## src/rtl/multicycle_cu.sv

```systemverilog
`default_nettype none
// ============================================================================
// Module   : multicycle_cu
// Desc     : Multi-cycle Moore control unit for the 16-bit CPU. Sequences each
//            instruction through FETCH, DECODE, EXEC, MEM and WB. Handles
//            memory wait states, an optional MEM timeout, illegal opcodes and
//            a retired-instruction counter.
// Options  : MULTICYCLE_CU_TRAP_EN - an illegal opcode halts the core
//            (HALT state, Halted=1) instead of being treated as a NOP.
// Revision : 1.0 - initial release
// ============================================================================
module multicycle_cu #(
    parameter int OPCODE_W    = 4,
    parameter int MEM_TIMEOUT = 0,
    parameter int CNT_W       = 16
) (
    input  logic                Clock,
    input  logic                Reset,
    input  logic [OPCODE_W-1:0] Opcode,
    input  logic                InstrReady,
    input  logic                MemReady,
    input  logic                Zero,
    output logic                PcWrite,
    output logic                PcSrc,
    output logic                IrWrite,
    output logic                RegDst,
    output logic                AluSrc,
    output logic                MemToReg,
    output logic                Shift,
    output logic                Branch,
    output logic                MemRead,
    output logic                MemWrite,
    output logic                RegWrite,
    output logic [1:0]          AluOp,
    output logic [2:0]          State,
    output logic                Illegal,
    output logic                MemErr,
    output logic                Halted,
    output logic [CNT_W-1:0]    Retired
);

    typedef enum logic [2:0] {
        FETCH  = 3'd0,
        DECODE = 3'd1,
        EXEC   = 3'd2,
        MEM    = 3'd3,
        WB     = 3'd4,
        HALT   = 3'd5
    } state_t;

    // Wait counter only needs to reach MEM_TIMEOUT; it saturates there.
    localparam int                WAIT_W     = (MEM_TIMEOUT < 1) ? 1 : $clog2(MEM_TIMEOUT + 1);
    localparam logic [WAIT_W-1:0] WAIT_LIMIT = WAIT_W'(MEM_TIMEOUT);

    state_t             state;
    logic [3:0]         op_q;
    logic [WAIT_W-1:0]  wait_cnt;
    logic [CNT_W-1:0]   retired_q;

    logic               upper_nz;
    logic               op_legal;
    logic               is_lw;
    logic               is_sw;
    logic               is_beq;
    logic               mem_timeout;

    logic               dec_reg_dst;
    logic               dec_alu_src;
    logic [1:0]         dec_alu_op;
    logic               dec_mem_to_reg;
    logic               dec_shift;

    // Opcode bits above the 4-bit field must be zero for a legal instruction.
    if (OPCODE_W > 4) begin : g_wide_opcode
        assign upper_nz = |Opcode[OPCODE_W-1:4];
    end else begin : g_narrow_opcode
        assign upper_nz = 1'b0;
    end

    // Legality of the opcode presented to DECODE.
    always_comb begin
        case (Opcode[3:0])
            4'b0000, 4'b0001, 4'b0010,
            4'b1001, 4'b1010, 4'b1011,
            4'b1100, 4'b1101, 4'b1111: op_legal = ~upper_nz;
            default:                   op_legal = 1'b0;
        endcase
    end

    assign is_lw  = (op_q == 4'b1100);
    assign is_sw  = (op_q == 4'b1101);
    assign is_beq = (op_q == 4'b1111);

    // A timeout fires only while MemReady is still low; a late MemReady wins.
    assign mem_timeout = (MEM_TIMEOUT != 0) && (state == MEM) && !MemReady &&
                         (wait_cnt == WAIT_LIMIT);

    // Class decode of the latched opcode into datapath controls.
    always_comb begin
        dec_reg_dst    = 1'b0;
        dec_alu_src    = 1'b0;
        dec_alu_op     = 2'b00;
        dec_mem_to_reg = 1'b0;
        dec_shift      = 1'b0;
        case (op_q)
            4'b0000, 4'b0001: begin
                dec_reg_dst = 1'b1;
                dec_alu_op  = 2'b10;
            end
            4'b0010: begin
                dec_reg_dst = 1'b1;
                dec_alu_op  = 2'b10;
                dec_shift   = 1'b1;
            end
            4'b1001, 4'b1010, 4'b1011: begin
                dec_alu_src = 1'b1;
                dec_alu_op  = 2'b11;
            end
            4'b1100: begin
                dec_alu_src    = 1'b1;
                dec_mem_to_reg = 1'b1;
            end
            4'b1101: begin
                dec_alu_src = 1'b1;
            end
            4'b1111: begin
                dec_alu_op = 2'b01;
            end
            default: ;
        endcase
    end

    // Instruction sequencer: state, latched opcode, MEM wait counter, retire count.
    always_ff @(posedge Clock) begin
        if (Reset) begin
            state     <= FETCH;
            op_q      <= 4'b0000;
            wait_cnt  <= '0;
            retired_q <= '0;
        end else begin
            case (state)
                FETCH: begin
                    if (InstrReady) begin
                        state <= DECODE;
                    end
                end
                DECODE: begin
                    op_q <= Opcode[3:0];
                    if (op_legal) begin
                        state <= EXEC;
                    end else begin
`ifdef MULTICYCLE_CU_TRAP_EN
                        state <= HALT;
`else
                        state <= FETCH;
`endif
                    end
                end
                EXEC: begin
                    wait_cnt <= '0;
                    if (is_beq) begin
                        state     <= FETCH;
                        retired_q <= retired_q + 1'b1;
                    end else if (is_lw || is_sw) begin
                        state <= MEM;
                    end else begin
                        state <= WB;
                    end
                end
                MEM: begin
                    if (MemReady) begin
                        if (is_lw) begin
                            state <= WB;
                        end else begin
                            state     <= FETCH;
                            retired_q <= retired_q + 1'b1;
                        end
                    end else if (mem_timeout) begin
                        state <= FETCH;
                    end else if (wait_cnt != WAIT_LIMIT) begin
                        wait_cnt <= wait_cnt + 1'b1;
                    end
                end
                WB: begin
                    state     <= FETCH;
                    retired_q <= retired_q + 1'b1;
                end
`ifdef MULTICYCLE_CU_TRAP_EN
                HALT: begin
                    state <= HALT;
                end
`endif
                default: begin
                    state <= FETCH;
                end
            endcase
        end
    end

    // Control strobes from state and latched opcode; forced low during reset.
    always_comb begin
        PcWrite  = 1'b0;
        PcSrc    = 1'b0;
        IrWrite  = 1'b0;
        RegDst   = 1'b0;
        AluSrc   = 1'b0;
        MemToReg = 1'b0;
        Shift    = 1'b0;
        Branch   = 1'b0;
        MemRead  = 1'b0;
        MemWrite = 1'b0;
        RegWrite = 1'b0;
        AluOp    = 2'b00;
        State    = 3'd0;
        Illegal  = 1'b0;
        MemErr   = 1'b0;
        Halted   = 1'b0;
        Retired  = '0;
        if (!Reset) begin
            State   = state;
            Retired = retired_q;
            case (state)
                FETCH: begin
                    IrWrite = InstrReady;
                    PcWrite = InstrReady;
                end
                DECODE: begin
                    Illegal = ~op_legal;
                end
                EXEC, MEM, WB: begin
                    RegDst   = dec_reg_dst;
                    AluSrc   = dec_alu_src;
                    AluOp    = dec_alu_op;
                    MemToReg = dec_mem_to_reg;
                    Shift    = dec_shift;
                    if ((state == EXEC) && is_beq) begin
                        Branch  = 1'b1;
                        PcSrc   = 1'b1;
                        PcWrite = Zero;
                    end
                    if (state == MEM) begin
                        MemRead  = is_lw;
                        MemWrite = is_sw;
                        MemErr   = mem_timeout;
                    end
                    if (state == WB) begin
                        RegWrite = 1'b1;
                    end
                end
`ifdef MULTICYCLE_CU_TRAP_EN
                HALT: begin
                    Halted = 1'b1;
                end
`endif
                default: ;
            endcase
        end
    end

endmodule
`default_nettype wire

```

## config.mk

```make
export PLATFORM = sky130hd
export DESIGN_NAME = multicycle_cu
export DESIGN_NICKNAME = d
export VERILOG_FILES = /design/src/rtl/multicycle_cu.sv
export SDC_FILE = /design/constraint.sdc
export NUM_CORES = 1
export LEC_CHECK = 0
export BUFFER_PORTS_ARGS = -buffer_cell sky130_fd_sc_hd__buf_2
export CAP_MARGIN = 20
export CORE_MARGIN = 2
export CORE_UTILIZATION = 39
export CTS_BUF_LIST = sky130_fd_sc_hd__clkbuf_8
export CTS_CLUSTER_SIZE = 30
export DETAILED_ROUTE_END_ITERATION = 7
export PLACE_DENSITY = 0.64
export SKIP_CTS_REPAIR_TIMING = 1
export SLEW_MARGIN = 15
export SYNTH_ARGS = -nofsm -noshare
export SYNTH_HDL_FRONTEND = slang
export SYNTH_SLANG_ARGS = --single-unit
export TNS_END_PERCENT = 100
```

## constraint.sdc

```tcl
create_clock -name Clock -period 2.4 [get_ports Clock]
set_input_delay 0.48 -clock Clock [delete_from_list [all_inputs] [get_ports Clock]]
set_output_delay 0.48 -clock Clock [all_outputs]
set_load 0.03 [all_outputs]
```

==> qor.txt, run 1 <==
Status: completed
Drt via density: 5.40
Top cell type's share of synthesized area: 28.0%
Gr busiest metal: met1
Final Setup Violations: 0
Required time of the critical path: 1.92 ns
GRT Util Overall: 16.6%
Die H: 68.9 um
Synth Area in Simple Gates: 34.4%
Worst Slack Setup Final: 0.125 ns
Register area share after synthesis: 28.0%
# port buffers: 41
Placed Area: 1880 um2
Die W: 68.9 um
Area leader, netlist: dfxtp_1
Synth Warn #: 0
Drt drc: 0
Post-synthesis xor/xnor area fraction: 0%
RSZ-0062 raised after global routing: no
DRT antenna net count: 0
Row cnt: 23
Setup WS pre-CTS: 0.240 ns
Hold Crit Class: in -> reg
CP delay by family, top: compound AO/OA/AOI/OAI gates
Achievable Freq: 439 MHz
DIE AREA: 4750 um2
Leading cell type in the layout, fill and taps excluded: buf_2
Critical Path Source Type: register
Sequential Area: 460 um2
Leak: 0.874 nW
Worst Max-Slew Pin Slew: 0.556 ns
# fillers: 406
Post-synthesis adder-cell area fraction: 0.762%
Cell Chain, Critical Path: or3b_4, a21o_1, a2111oi_2, buf_4
GR Layer Usage met3: 1.95%
Largest family of logic cells by synthesized area: simple AND/OR/NAND/NOR gates
Synth Flop Type: dfxtp_1
Setup CP Type: reg -> out
Starting DRC count in detailed routing: 122
Drt first pass iters: 4
Gr ovfl total: 0
Async SR Flop Fraction: 0%
Met2 Use GR: 23.4%
Max H-tree Level: 1
GPL Wtd Cong: 0.849
Number of synthesized flops with an enable pin: 0
Largest net degree at the start of global routing: 23
Clk_skew: 0.0101 ns
PD cells: 413 nW/um2
First-pass GRT wire length: 6000 um
PnR Total Power: 0.000809 W
Clk root buf: clkbuf_8
Area of the multi-input gates: 1120 um2
Maximum vdd drop: 0.234 mV
Share of layout cells above drive strength 1: 33.6%
Setup_tns: 0 ns
Top post-synthesis cells by area: dfxtp_1 (28%), mux2_1 (8.2%), nor2b_1 (7.6%)
# IOs: 44
WP buf/inv: 1
Synth cell types: 47
Critical path data arrival time: 1.80 ns
Slew margin rel.: 62.9%
Post-route cell area: 1960 um2
Met1 usage: 25.5%
Max Cap Viol: 0
Via Count: 1506
Worst stage delay on the critical path: 0.43 ns
Slowest cell on the critical path: or3b_4
Area grow syn2layout: 19.3%
Post-synthesis mux area share: 11.4%
Syn_area_per_cell: 8.47 um2
Clk slew on worst S/H paths: 0.08 ns
DPL Wire Length: 2710 um
Synthesized area: 1640 um2
Placed Cells: 275
Number of synthesized register bits: 23
Antenna violations before repair: 0
Final cell count without fillers: 279
Critical path fanouts, max: 7
Clock Sinks: 23
Vias in the first global route: 1280
Total CTS buffers: 3
Final wirelength: 3640 um
Post-synthesis cell count: 194
Nets: 240
Buffer depth of the longest clock path: 2
CTS tree: yes
Min Tclk post-route: 2.28 ns
Hold violation count in the final report: 0
Worst-Skew Late Latency: 0.27 ns
Initial core utilization: 40.8%
Period utilization: 94.8%
Core area: 4030 um2
Pins over their slew limit: 0
Synth Area in Compound Gates: 18.5%
Critical Path Sink Type: output pin
Ant diodes: 0
WL per Instance: 13.0 um
Commonest cells after routing, fill and taps aside: buf_2 (38), nor2_1 (23), dfxtp_1 (23), nor2b_1 (20), mux2_1 (12)
cell type report:
| class | instances | share of cell area [%] |
|---|---|---|
| timing repair buffer | 48 | 13.5 |
| inverter | 1 | 0.191 |
| multi-input combinational | 153 | 57.2 |
| sequential | 23 | 23.5 |
| clock buffer | 3 | 2.11 |
| clock inverter | 1 | 0.255 |
| tap | 50 | 3.19 |
power breakdown:
part           switching [W]  internal (W)  total (W)
combinational      0.0000929     0.0000553   0.000148
clock               0.000134      0.000116   0.000250
sequential         0.0000208      0.000391   0.000411
worst min-delay path: stages:
cell and delay (ns):
buf_2 0.10, mux2i_1 0.06, nor2_1 0.07
Yosys cell counts (2+ instances only):
master,number
a2111oi_0,3
nand3_1,5
nor3b_1,4
a211oi_1,5
buf_1,4
mux2_2,2
buf_2,3
nor4_1,2
mux2i_1,3
buf_4,3
buf_6,3
nor3_1,6
a21oi_2,8
o21ai_0,3
and4_1,4
nor2_1,23
nand4_1,6
and2b_1,2
nand2_1,10
nor2b_1,20
mux2_1,12
dfxtp_1,23
nand2b_1,2
a21oi_1,8
clkbuf_1,5
and3_1,4
worst paths after layout:
| path | from | end | slack [ns] | cells after the start |
|---|---|---|---|---|
| worst max-delay path | state[1] | AluOp[1] | 0.12 | 4 |
| worst min-delay path | Opcode[3] | op_q[3] | 0.49 | 3 |
| worst max register to register | state[2] | retired_q[9] | 0.37 | 5 |
| worst min register to register | retired_q[15] | retired_q[15] | 0.56 | 2 |
cells by family (layout without fill, tap and decap cells):
group / Yosys count / count (layout)
other cells: 1 / 2
buf+inv: 19 / 53
fa+ha+maj: 1 / 1
simple gates: 96 / 96
flops: 23 / 23
compound gates: 37 / 37
mux: 17 / 17
metrics by stage:
stage	utilization [%]	hold slack [ns]
2_1_floorplan	-	0.509
3_3_place_gp	46.8	0.520
3_5_place_dp	46.8	0.539
4_1_cts	47.9	0.479
5_1_grt	48.7	0.483
6_report	48.7	0.487
metal layers:
metal / vias to the layer above / share of wire, %
li1: 771 / -
met1: 699 / 52
met2: 34 / 42
met3: 2 / 4.6
met4: 0 / 0.94
met5: - / 0
sequential cells by signal (all words and copies together) (netlist names):
register / cells
op_q: 4
retired_q: 16
state: 3
Note: power is estimated with default switching activity, not from simulation.
==> run 2, diff against run 1 <==
--- a/config.mk
+++ b/config.mk
@@ -7,12 +7,14 @@
 export LEC_CHECK = 0
 export BUFFER_PORTS_ARGS = -buffer_cell sky130_fd_sc_hd__buf_2
 export CAP_MARGIN = 20
+export CELL_PAD_IN_SITES_DETAIL_PLACEMENT = 1
+export CELL_PAD_IN_SITES_GLOBAL_PLACEMENT = 1
 export CORE_MARGIN = 2
 export CORE_UTILIZATION = 39
 export CTS_BUF_LIST = sky130_fd_sc_hd__clkbuf_8
 export CTS_CLUSTER_SIZE = 30
 export DETAILED_ROUTE_END_ITERATION = 7
-export PLACE_DENSITY = 0.64
+export PLACE_DENSITY = 0.83
 export SKIP_CTS_REPAIR_TIMING = 1
 export SLEW_MARGIN = 15
 export SYNTH_ARGS = -nofsm -noshare
==> run 2 against run 1 <==
Compared with the run above: power fell by 0.56%; sequential cell count stayed put; critical path depth unchanged; clock skew fell by 0.0036 ns; first-iteration DRC count down 32%; clock power down 2%; sequential power hardly changed; critical endpoint unchanged; largest cell class unchanged.
==> qor.txt, run 2 (synthesis results as in run 1) <==
Setup WS pre-CTS: 0.209 ns (was 0.240 ns)
Post-route cell area: 1950 um2 (was 1960 um2)
Row cnt: 23 (unchanged)
Setup CP Type: reg -> out (unchanged)
Drt via density: 5.68 (was 5.40)
Pins over their slew limit: 0 (unchanged)
Clk slew on worst S/H paths: 0.08 ns (about the same)
# port buffers: 41 (unchanged)
Fin util: 48.4% (was 48.7%)
Hold Crit Class: in -> reg (unchanged)
Achievable Freq: 431 MHz (was 439 MHz)
RSZ-0062 raised after global routing: yes (was no)
Gr ovfl total: 0 (unchanged)
Cell Chain, Critical Path: or3b_4, a21o_1, a2111oi_1, buf_4 (was or3b_4, a21o_1, a2111oi_2, buf_4)
Drt drc: 0 (unchanged)
First-pass GRT wire length: 7090 um (was 6000 um)
Placed Cells: 274 (was 275)
Critical path fanouts, max: 7 (unchanged)
Starting DRC count in detailed routing: 83 (was 122)
Max H-tree Level: 1 (unchanged)
DRT antenna net count: 0 (unchanged)
Buffer depth of the longest clock path: 2 (unchanged)
WL per Instance: 15.5 um (was 13.0 um)
Commonest cells after routing, fill and taps aside: buf_2 (38), nor2_1 (23), dfxtp_1 (23), nor2b_1 (20), mux2_1 (12) (unchanged)
Leading cell type in the layout, fill and taps excluded: buf_2 (unchanged)
Drt first pass iters: 4 (unchanged)
Final cell count without fillers: 278 (was 279)
Clk_skew: 0.00654 ns (was 0.0101 ns)
Vias in the first global route: 1500 (was 1280)
Status: completed (unchanged)
Total CTS buffers: 3 (unchanged)
Slowest cell on the critical path: or3b_4 (unchanged)
Most flops, register: retired_q (unchanged)
Core area: 4030 um2 (unchanged)
Area grow syn2layout: 18.6% (was 19.3%)
Worst-Skew Late Latency: 0.27 ns (about the same)
GRT Util Overall: 19.7% (was 16.6%)
Die W: 68.9 um (unchanged)
Hold violation count in the final report: 0 (unchanged)
Final wirelength: 4320 um (was 3640 um)
Placed Area: 1890 um2 (was 1880 um2)
Leak: 0.873 nW (was 0.874 nW)
Via Count: 1580 (was 1506)
Antenna violations before repair: 0 (unchanged)
Share of layout cells above drive strength 1: 31.6% (was 33.6%)
Max Cap Viol: 0 (unchanged)
Nets: 239 (was 240)
Clock Sinks: 23 (unchanged)
Min Tclk post-route: 2.32 ns (was 2.28 ns)
Final Setup Violations: 0 (unchanged)
PD cells: 413 nW/um2 (about the same)
Critical Path Sink Type: output pin (unchanged)
DPL Wire Length: 3190 um (was 2710 um)
Worst Slack Setup Final: 0.0823 ns (was 0.125 ns)
Critical Path Source Type: register (unchanged)
GPL Wtd Cong: 0.760 (was 0.849)
Ant diodes: 0 (unchanged)
Max reg flops: 16 (unchanged)
Clk root buf: clkbuf_8 (unchanged)
Die H: 68.9 um (unchanged)
Biggest regs: retired_q x16, op_q x4, state x3 (unchanged)
# IOs: 44 (unchanged)
R2R Setup Slk: 0.31 ns (was 0.37 ns)
CTS tree: yes (unchanged)
Largest net degree at the start of global routing: 41 (was 23)
Worst stage delay on the critical path: 0.44 ns (was 0.43 ns)
Slew margin rel.: 61.8% (was 62.9%)
Period utilization: 96.6% (was 94.8%)
DIE AREA: 4750 um2 (unchanged)
Worst Max-Slew Pin Slew: 0.573 ns (was 0.556 ns)
Required time of the critical path: 1.92 ns (about the same)
Initial core utilization: 40.8% (unchanged)
Maximum vdd drop: 0.271 mV (was 0.234 mV)
Critical path data arrival time: 1.84 ns (was 1.80 ns)
## run 2: changes by cell type in the layout (fill, tap and decap cells not counted), sizes merged
cell,change
clkinv,-1
buf,-1
inv,+1
## run 2: path summary, 6_finish.rpt
kind / from / end / depth (start not counted)
max reg2reg: state[1] / retired_q[11] / 5
min: Opcode[3] / op_q[3] / 3
min reg2reg: retired_q[15] / retired_q[15] / 2
max: state[1] / AluOp[1] / 4
## run 2: layer usage
metal  vias up  part of all wire, %  global-route usage, %
met5         -                    0                      0
met4         0                  1.3                   5.88
met3         8                  3.4                   3.41
met2        36                   48                   31.7
met1       772                   47                   26.8
li1        764                    -                      -
## run 2: layout make-up
cell class,count,area [um2]
clock buffers,3,41.3
well taps,50,62.6
clock inverters,1,3.75
fillers,513,2080
inverters,1,3.75
multi-input cells,153,1110
flip-flops and latches,23,460
repair buffers,47,270
## run 2: stage by stage
step / hold slack (ns) / power (W) / TNS, ns
2_1_floorplan: 0.509 / 0.000527 / -0.681
3_3_place_gp: 0.517 / 0.000562 / 0
3_5_place_dp: 0.536 / 0.000567 / 0
4_1_cts: 0.478 / 0.000812 / 0
5_1_grt: 0.492 / 0.000850 / -0.103
6_report: 0.479 / 0.000805 / 0
## run 2: worst max-delay path, delay by kind of cell (launching register included)
family                 cells  cell delay [ns]
AO/OA/AOI/OAI              2             0.52
buffers and inverters      1             0.23
flip-flops                 1             0.39
AND/OR/NAND/NOR            1             0.44
## run 2: power by group
group	total [W]	switching, W	internal, W
clock	0.000244	0.000129	0.000114
sequential	0.000411	0.0000209	0.000391
combinational	0.000150	0.0000943	0.0000556
==> run 3, diff against run 2 <==
--- a/config.mk
+++ b/config.mk
@@ -11,9 +11,10 @@
 export CELL_PAD_IN_SITES_GLOBAL_PLACEMENT = 1
 export CORE_MARGIN = 2
 export CORE_UTILIZATION = 39
-export CTS_BUF_LIST = sky130_fd_sc_hd__clkbuf_8
+export CTS_BUF_LIST = sky130_fd_sc_hd__clkbuf_4
 export CTS_CLUSTER_SIZE = 30
 export DETAILED_ROUTE_END_ITERATION = 7
+export GPL_TIMING_DRIVEN = 0
 export PLACE_DENSITY = 0.83
 export SKIP_CTS_REPAIR_TIMING = 1
 export SLEW_MARGIN = 15
==> constraint.sdc (replaced) <==
create_clock -name Clock -period 2.9 [get_ports Clock]
set_input_delay 0.58 -clock Clock [delete_from_list [all_inputs] [get_ports Clock]]
set_output_delay 0.58 -clock Clock [all_outputs]
set_load 0.03 [all_outputs]
==> run 3 against run 2 <==
Compared with the run above: global-route usage rose by 0.22 points; power fell by 22%; via count fell by 2.2%; critical endpoint is now AluSrc; clock power fell by 34%; core utilization barely moved; sequential share of layout area barely moved; highest routed layer unchanged; critical path type unchanged; critical path depth rose by 1.
==> qor.txt, run 3 (synthesis results as in run 1) <==
Critical Path Source Type: register (unchanged)
DIE AREA: 4750 um2 (unchanged)
Max reg flops: 16 (unchanged)
Critical path data arrival time: 2.08 ns (was 1.84 ns)
Critical Path Sink Type: output pin (unchanged)
DRT antenna net count: 0 (unchanged)
GPL Wtd Cong: 0.853 (was 0.760)
Clk_skew: 0.00584 ns (was 0.00654 ns)
Setup CP Type: reg -> out (unchanged)
Worst-Skew Late Latency: 0.33 ns (was 0.27 ns)
Vias in the first global route: 1430 (was 1500)
Clk slew on worst S/H paths: 0.14 ns (was 0.08 ns)
Ant diodes: 0 (unchanged)
Drt drc: 0 (unchanged)
DPL Wire Length: 3340 um (was 3190 um)
Max Cap Viol: 0 (unchanged)
Worst Setup EP: AluSrc (was AluOp[1])
GRT Util Overall: 19.9% (was 19.7%)
Leading cell type in the layout, fill and taps excluded: buf_2 (unchanged)
Gr ovfl total: 0 (unchanged)
Sequential Area: 460 um2 (unchanged)
Commonest cells after routing, fill and taps aside: buf_2 (43), nor2_1 (23), dfxtp_1 (23), nor2b_1 (20), mux2_1 (12) (was buf_2 (38), nor2_1 (23), dfxtp_1 (23), nor2b_1 (20), mux2_1 (12))
Min Tclk post-route: 2.66 ns
Hold Path Stages: 3 (unchanged)
PnR Total Power: 0.000624 W (was 0.000805 W)
Final wirelength: 4280 um (was 4320 um)
Leak: 0.876 nW (was 0.873 nW)
Slew margin rel.: 65.1% (was 61.8%)
R2R cell count: 6 (was 5)
Via Count: 1546 (was 1580)
R2r endpoint: retired_q[12] (was retired_q[11])
Slowest cell on the critical path: dfxtp_1 (was or3b_4)
Area of the multi-input gates: 1080 um2 (was 1110 um2)
Share of layout cells above drive strength 1: 30.5% (was 31.6%)
Cell Chain, Critical Path: or3b_1, a21oi_1, nand2_1, a211oi_1, buf_2 (was or3b_4, a21o_1, a2111oi_1, buf_4)
Area grow syn2layout: 18.5% (was 18.6%)
Pins over their slew limit: 0 (unchanged)
Total CTS buffers: 3 (unchanged)
Final hold slack: 0.510 ns (was 0.479 ns)
Placed Area: 1920 um2 (was 1890 um2)
Required time of the critical path: 2.32 ns (was 1.92 ns)
Max H-tree Level: 1 (unchanged)
Buffer depth of the longest clock path: 2 (unchanged)
# IOs: 44 (unchanged)
WL per Instance: 14.8 um (was 15.5 um)
Clk root buf: clkbuf_4 (was clkbuf_8)
Post-route cell area: 1950 um2 (about the same)
Nets: 250 (was 239)
Starting DRC count in detailed routing: 78 (was 83)
RSZ-0062 raised after global routing: no (was yes)
# port buffers: 40 (was 41)
Period utilization: 91.8%
PD cells: 321 nW/um2 (was 413 nW/um2)
Core area: 4030 um2 (unchanged)
Row cnt: 23 (unchanged)
Most flops, register: retired_q (unchanged)
Largest net degree at the start of global routing: 15 (was 41)
Biggest regs: retired_q x16, op_q x4, state x3 (unchanged)
Critical path fanouts, max: 8 (was 7)
Status: completed (unchanged)
Worst stage delay on the critical path: 0.51 ns (was 0.44 ns)
Die W: 68.9 um (unchanged)
Achievable Freq: 376 MHz
Die H: 68.9 um (unchanged)
Maximum vdd drop: 0.232 mV (was 0.271 mV)
Initial core utilization: 40.8% (unchanged)
Final Setup Violations: 0 (unchanged)
CTS tree: yes (unchanged)
First-pass GRT wire length: 7110 um (was 7090 um)
Drt first pass iters: 4 (unchanged)
R2R Setup Slk: 1.00 ns (was 0.31 ns)
Drt via density: 5.35 (was 5.68)
Worst setup startpoint: state[2] (was state[1])
Hold Crit Class: in -> reg (unchanged)
# fillers: 522 (was 513)
Worst Max-Slew Pin Slew: 0.521 ns (was 0.573 ns)
Worst flop-to-flop path startpoint: retired_q[0] (was state[1])
Antenna violations before repair: 0 (unchanged)
Hold violation count in the final report: 0 (unchanged)
Clock Sinks: 23 (unchanged)
## run 3: cell types whose count changed in the layout (fill, tap and decap cells not counted), moves of 2 or more
cell and delta:
buf_2 +5, clkbuf_8 -3, a2111oi_0 +2, buf_1 +4, buf_6 +3, clkbuf_4 +3
a2111oi_1 -2, buf_4 -5, clkbuf_1 +4
## run 3: report_power, final
part / total, W / internal, W / switching (W)
clock: 0.000162 / 0.0000528 / 0.000109
combinational: 0.000128 / 0.0000444 / 0.0000834
sequential: 0.000334 / 0.000324 / 0.0000106
## run 3: worst min path at each step
| stage | start | to | slack (ns) |
|---|---|---|---|
| after floorplan | state[2] | state[1] | 0.51 |
| after global placement | retired_q[15] | retired_q[15] | 0.52 |
| after detailed placement | retired_q[13] | retired_q[13] | 0.55 |
| after CTS | Opcode[3] | op_q[3] | 0.51 |
| after global routing | Opcode[3] | op_q[3] | 0.50 |
| final | Opcode[3] | op_q[3] | 0.51 |
## run 3: worst max-delay path: cells and delay by family (launching register included)
family	cells	cell delay (ns)
AND/OR/NAND/NOR	2	0.55
buffers and inverters	1	0.23
AO/OA/AOI/OAI	2	0.46
flip-flops	1	0.51
## run 3: layer usage
| metal | share of wire [%] | vias up | GRT usage [%] |
|---|---|---|---|
| met5 | 0 | - | 0 |
| met4 | 0.44 | 0 | 2.94 |
| met3 | 3.2 | 2 | 3.25 |
| met2 | 46 | 24 | 31.4 |
| met1 | 51 | 731 | 29.0 |
| li1 | - | 789 | - |
## run 3: layout make-up
cell class	count	area share [%]
multi-input combinational	153	55.7
sequential	23	23.7
clock inverter	1	0.386
tap	50	3.21
buffer	18	5.46
inverter	1	0.193
clock buffer	3	1.16
timing repair buffer	40	10.3
## run 3: through the flow
stage          utilization (%)  instances  TNS, ns  worst slack [ns]
6_report                  48.3        289        0             0.238
5_1_grt                   48.3        289        0            0.0632
4_1_cts                   48.3        289        0            0.0664
3_5_place_dp              47.5        285        0            0.0698
3_3_place_gp              47.5        285        0            0.0872
2_1_floorplan                -        195   -0.582            -0.291
